==> config.mk <==
export PLATFORM = sky130hd
export DESIGN_NAME = fetch_queue
export DESIGN_NICKNAME = d
export VERILOG_FILES = /design/src/rtl/fetch_queue.sv
export SDC_FILE = /design/constraint.sdc
export NUM_CORES = 1
export LEC_CHECK = 0
export BUFFER_PORTS_ARGS = -buffer_cell sky130_fd_sc_hd__buf_2
export CAP_MARGIN = 20
export CORE_MARGIN = 2
export CORE_UTILIZATION = 50
export DETAILED_ROUTE_END_ITERATION = 16
export GPL_TIMING_DRIVEN = 1
export HOLD_SLACK_MARGIN = 0.06
export MAX_ROUTING_LAYER = met4
export PLACE_DENSITY = 0.78
export SETUP_SLACK_MARGIN = 0.05
export SLEW_MARGIN = 20
export SYNTH_ARGS = -nofsm -noshare
export SYNTH_HDL_FRONTEND = slang
export SYNTH_SLANG_ARGS = --single-unit
export TNS_END_PERCENT = 5
==> constraint.sdc <==
create_clock -name clk -period 2.9 [get_ports clk]
set_input_delay 0.435 -clock clk [delete_from_list [all_inputs] [get_ports clk]]
set_output_delay 0.435 -clock clk [all_outputs]
set_load 0.02 [all_outputs]
==> src/rtl/fetch_queue.sv <==
`default_nettype none
// ============================================================================
// Module   : fetch_queue
// Purpose  : IF-stage prefetch queue; issues sequential fetches to a 1-cycle
//            instruction memory and buffers {pc, instr} entries for decode.
// Revision : 1.0
// ============================================================================
module fetch_queue #(
    parameter int DEPTH       = 4,
    parameter int PC_WIDTH    = 8,
    parameter int INSTR_WIDTH = 32,
    parameter int PC_STEP     = 4,
    parameter int RESET_PC    = 0
) (
    input  logic                         clk,
    input  logic                         rst_n,
    input  logic                         redirect,
    input  logic [PC_WIDTH-1:0]          redirect_pc,
    output logic                         imem_req,
    output logic [PC_WIDTH-1:0]          imem_addr,
    input  logic [INSTR_WIDTH-1:0]       imem_rdata,
    output logic                         d_valid,
    output logic [INSTR_WIDTH-1:0]       d_instr,
    output logic [PC_WIDTH-1:0]          d_pc,
    input  logic                         d_ready,
    output logic [$clog2(DEPTH+1)-1:0]   count
);

    localparam int CW = $clog2(DEPTH + 1);
    localparam int PW = $clog2(DEPTH);
    localparam logic [PC_WIDTH-1:0] c_pc_step  = PC_WIDTH'(PC_STEP);
    localparam logic [PC_WIDTH-1:0] c_reset_pc = PC_WIDTH'(RESET_PC);
    localparam logic [CW:0]         c_depth    = (CW+1)'(DEPTH);

    logic [PW-1:0]          r_head;
    logic [PW-1:0]          r_tail;
    logic [CW-1:0]          r_count;
    logic                   r_inflight;
    logic [PC_WIDTH-1:0]    r_fetch_pc;
    logic [PC_WIDTH-1:0]    r_inflight_pc;
    logic [PC_WIDTH-1:0]    r_pc_mem    [DEPTH];
    logic [INSTR_WIDTH-1:0] r_instr_mem [DEPTH];

    logic [CW:0] w_occupied;
    logic        w_push;
    logic        w_pop;

    // Credits: queued entries plus the one possibly in flight never exceed DEPTH.
    assign w_occupied = {1'b0, r_count} + (CW+1)'(r_inflight);
    assign imem_req   = rst_n && !redirect && (w_occupied < c_depth);
    assign imem_addr  = r_fetch_pc;

    assign w_push  = r_inflight && !redirect;
    assign w_pop   = d_valid && d_ready;

    assign count   = r_count;
    assign d_valid = (r_count != '0);
    assign d_pc    = d_valid ? r_pc_mem[r_head]    : '0;
    assign d_instr = d_valid ? r_instr_mem[r_head] : '0;

    always_ff @(posedge clk or negedge rst_n) begin
        if (!rst_n) begin
            r_head        <= '0;
            r_tail        <= '0;
            r_count       <= '0;
            r_inflight    <= 1'b0;
            r_fetch_pc    <= c_reset_pc;
            r_inflight_pc <= '0;
        end else if (redirect) begin
            // Flush wins over everything, including a same-cycle pop.
            r_head     <= '0;
            r_tail     <= '0;
            r_count    <= '0;
            r_inflight <= 1'b0;
            r_fetch_pc <= redirect_pc;
        end else begin
            r_inflight <= imem_req;
            if (imem_req) begin
                r_fetch_pc    <= r_fetch_pc + c_pc_step;
                r_inflight_pc <= r_fetch_pc;
            end
            if (w_push) begin
                r_tail <= r_tail + 1'b1;
            end
            if (w_pop) begin
                r_head <= r_head + 1'b1;
            end
            unique case ({w_push, w_pop})
                2'b10:   r_count <= r_count + 1'b1;
                2'b01:   r_count <= r_count - 1'b1;
                default: r_count <= r_count;
            endcase
        end
    end

    always_ff @(posedge clk) begin
        if (w_push) begin
            r_pc_mem[r_tail]    <= r_inflight_pc;
            r_instr_mem[r_tail] <= imem_rdata;
        end
    end

endmodule
`default_nettype wire

Word-level counts from Yosys, hierarchy flattened
Memory sizes are Yosys's and may differ from the RTL's. Index checks and enable logic that the tools add are counted.

Add/subtract/negate cells: 6. $mul: 0. Div/mod/pow operators: 0. Order comparisons: 1. Equality and inequality tests: 2. Shift-type cells: 0. Muxes and demuxes: 13. Bitwise operators: 1. Reductions and logical operators: 11.

Operator list (number): $mux W32 (1); $mux W8 (3); $add A8 B3 Y8 const B (1); $mux W2 (4); $pmux W3 S2 (1); $reduce_bool A2 Y1 (3); $reduce_bool A3 Y1 (2); $add A2 B1 Y2 const B (2); $add A3 B1 Y4 (1); $logic_and A1 B1 Y1 (4); $lt A4 B3 Y1 const B (1); $add A3 B1 Y3 const B (1); $mux W1 (3); $mux W3 (1); $sub A3 B1 Y3 const B (1); $eq A2 B1 Y1 const B (1); $eq A2 B2 Y1 const B (1); $reduce_and A2 Y1 (1); $logic_not A1 Y1 (1); $not A1 Y1 (1).

Register bits: 24. Latch bits: 0. RAM bits: 160. Memory bits (read-only): 0. Output and inout bits: 53. Word-level logic and storage cells: 42. Memories: 2.

Memories: r_instr_mem (depth 4, width 32, rd ports 1, clocked after memory_dff 0, wr ports 1, line 42) `logic [INSTR_WIDTH-1:0] r_instr_mem [DEPTH];`; r_pc_mem (depth 4, width 8, rd ports 1, clocked after memory_dff 0, wr ports 1, line 41) `logic [PC_WIDTH-1:0] r_pc_mem [DEPTH];`.

Logic depth before layout (Yosys ltp)
Depth after elaboration: 5. Depth in mapped cells: 7. Depth with buffers taken out: 6.

Worst setup path before layout
No wires, ideal clock.

Kind: input-to-reg. From: in redirect. To: mem r_instr_mem[0][0] (enable). Arrival time: 1797 ps. Path slack: 701 ps. Stages on the path: 3. Cells stage by stage: buf_2 nor2b_1 and2_1.

Longest elaborated chain between the ends: 4.

RTL lines: start: declaration (line 17) `input logic redirect,`; $logic_not A1 Y1 (line 53) `assign w_push = r_inflight && !redirect;`; $logic_and A1 B1 Y1 (line 53); $mux W1 (line 97) `if (w_push) begin`; $mux W1 (not written as such) (line 99) `r_instr_mem[r_tail] <= imem_rdata;`; end: declaration (line 42).

No other way between the ends.

Worst setup path after layout
From: reg r_head[0]. To: out d_pc[2].

Longest elaborated chain between the ends: 2.

RTL lines: start: declaration (line 35) `logic [PW-1:0] r_head;`; start signal: assignment (line 86) `r_head <= r_head + 1'b1;`; $mem_v2 Z4 W8; $mux W8 (line 58) `assign d_pc = d_valid ? r_pc_mem[r_head] : '0;`; end: declaration (line 24) `output logic [PC_WIDTH-1:0] d_pc,`.

No other way between the ends.

==> results.txt <==
Drt first pass iters: 4
WL/cell: 19.07 um
CTS sink cnt: 184
Root Buffer: clkbuf_16
H-tree depth: 4
Port bufs: 96
Top cells by count, synth: edfxtp_1, and2_1, mux4_2, nand2_1, dfrtp_1
Starting Density: 50.52%
TritonCTS clock tree: yes
Num CTS Buffers: 17
Number of global-route vias before repair: 3,913
Antenna Cells: 0
WP data arrival: 2.11 ns
Met1 WL: 5.577 mm
Layout area overhead: 18.89%
# IOs: 97
Startpoint types: register
Mean Syn Cell Area: 19.20 um2
Die ar.: 15,500 um2
Ys flop type: edfxtp_1
Nets: 535
Largest net degree at the start of global routing: 43
Met2 Routed Length: 6.550 mm
Post-route ant nets: 0
Clock Skews: 0.009447 ns
Cells taking the most area after synthesis: edfxtp_1, mux4_2, dfrtp_1, and2_1, nand2_1
Warning count from the yosys run: 0
Post-synth ARST share: 13.04%
Reg clk slew, reported paths: 0.07 ns
Final cell count without fillers: 682
Setup TNS Final: 0 ns
Via count: 3,709
Post-synthesis cell type count: 36
Die Wd: 124.5 um
Fmax achieved: 0.3931 GHz
Final WL: 13.01 mm
Hold Path Class: in2reg
Slowest-stage cell, CP: mux4_2
Slew of the pin with the lowest slew margin: 0.5201 ns
CP peak stage delay: 0.55 ns
CP endpoint kind: primary output
Initial antenna violation count: 0
Synthesized net count: 428
DRC errors left: 0
Maximum vdd drop: 0.4464 mV
Die Y: 124.5 um
Worst-case clock buffer depth: 2
Row count: 44
# setup viols final: 0
Pwr Density: 895.5 nW/um2
Initial drt markers: 318
Dpl cells: 649
Vias per cell: 5.438
Synth top area share: 66.18%
Remaining Overflow, GRT: 0
CP Max Fanout: 15
Sequential element share of the synthesized area: 74.46%
Detail Route met3 WL: 655 um
CP top delay family: multiplexers
Period utilization: 87.71%
Max-Cap Viols: 0
Overall routing resource usage: 18.26%
Fillers: 1,047
Global-route wire length before repair: 20.99 mm
Hold slack final: 0.2135 ns
Finished Core Util: 60.07%
Final hold violation count: 0
GP Congestion: 0.7750
Worst slew margin: 65.33%
CORE AREA: 14,370 um2
Layout cell share with drive strength beyond 1: 38.15%
Fin crit period: 2.544 ns
Count leader, synth: edfxtp_1
Required time of the critical path: 2.47 ns
Top cell type by total area after synthesis: edfxtp_1
CP Buf/Inv Count: 2
Post-Syn Area: 7259 um2
Worst-skew pair later-pin latency: 0.43 ns
DP HPWL: 8.170 mm
Synth Register Bits: 184
Slew Viols, Final: 0
RSZ-0062 raised after global routing: false
Mapped Cells: 378
Cells along the critical path: buf_4 -> mux4_2 -> and2_1 -> buf_2
Static Leakage: 3.151 nW
Status: completed
Slack of the worst reg-to-reg path: 0.93 ns
EDFF count, synth: 160
Top layer in use: met4
Class of the most critical setup path: reg2out
==> worst min-delay path, cell delays in order <==
cell     delay, ns
buf_2         0.07
nand2_1       0.04
o21ai_1       0.06
==> cells by family after synthesis <==
group	synth area share, %
compound gates	1.551
xor+xnor	0.6034
fa+ha+maj	1.138
buf+inv	1.896
flops	74.46
mux	13.00
simple gates	7.359
==> per-layer routing <==
layer	track usage, %	vias up
li1	-	1677
met1	23.58	1892
met2	28.29	118
met3	4.725	22
met4	6.940	0
met5	-	-
==> path summary, 6_finish.rpt <==
| check | to | from | depth (start not counted) |
|---|---|---|---|
| worst max-delay path | d_pc[2] | r_head[0] | 4 |
| worst min register to register | r_pc_mem[0][1] | r_inflight_pc[1] | 0 |
| worst min-delay path | imem_addr[2] | redirect_pc[2] | 3 |
| max in group asynchronous | r_head[1] | rst_n | 3 |
| min in group asynchronous | imem_addr[3] | rst_n | 2 |
| worst max register to register | count[2] | count[1] | 6 |
==> timing repair <==
action / in CTS / in global routing
buffers inserted: 0 / 0
hold endpoints to repair: 12 / 0
hold buffers: 1 / 0
resized for setup: 0 / 0
==> report_power, final <==
part           total, W  switching (W)  leakage [nW]  internal [W]
Sequential      0.00327       0.000178          1.75       0.00309
Combinational   0.00217        0.00123          1.10      0.000946
Clock           0.00229       0.000939         0.303       0.00135
==> area by class of cell <==
class                      count  area [um2]  area share, %
clock buffer                  24       556.8          6.451
clock inverter                 8       52.55         0.6089
inverter                       5       18.77         0.2175
multi-input combinational    170        1722          19.95
sequential                   184        5410          62.68
tap                          184       230.2          2.667
timing repair buffer         107       640.6          7.422
==> registers in the layout, indices dropped and copies added (netlist names) <==
| register | count |
|---|---|
| r_inflight | 1 |
| r_inflight_pc | 8 |
| r_head | 2 |
| r_instr_mem | 128 |
| r_pc_mem | 32 |
| imem_addr | 8 |
| r_tail | 2 |
| count | 3 |
==> layout by cell type (no fill, tap or decap), types with 4 or more instances in the layout <==
master	n
nor2_1	9
clkbuf_16	21
and2_2	4
inv_1	4
nand2_1	29
mux4_2	40
dfrtp_1	22
and2_1	41
buf_2	96
edfxtp_1	160
buf_12	6
nand3_1	4
ha_1	5
buf_4	4
==> per-stage QoR <==
stage	total power (W)	setup WS [ns]	area (um2)
2_1_floorplan	0.004865	0.7015	7259
3_3_place_gp	0.005495	0.8110	8011
3_5_place_dp	0.005538	0.7715	8011
4_1_cts	0.007809	0.3107	8631
6_report	0.007729	0.3563	8631
5_1_grt	0.008086	0.2059	8631
(Power assumes the default switching activity.)
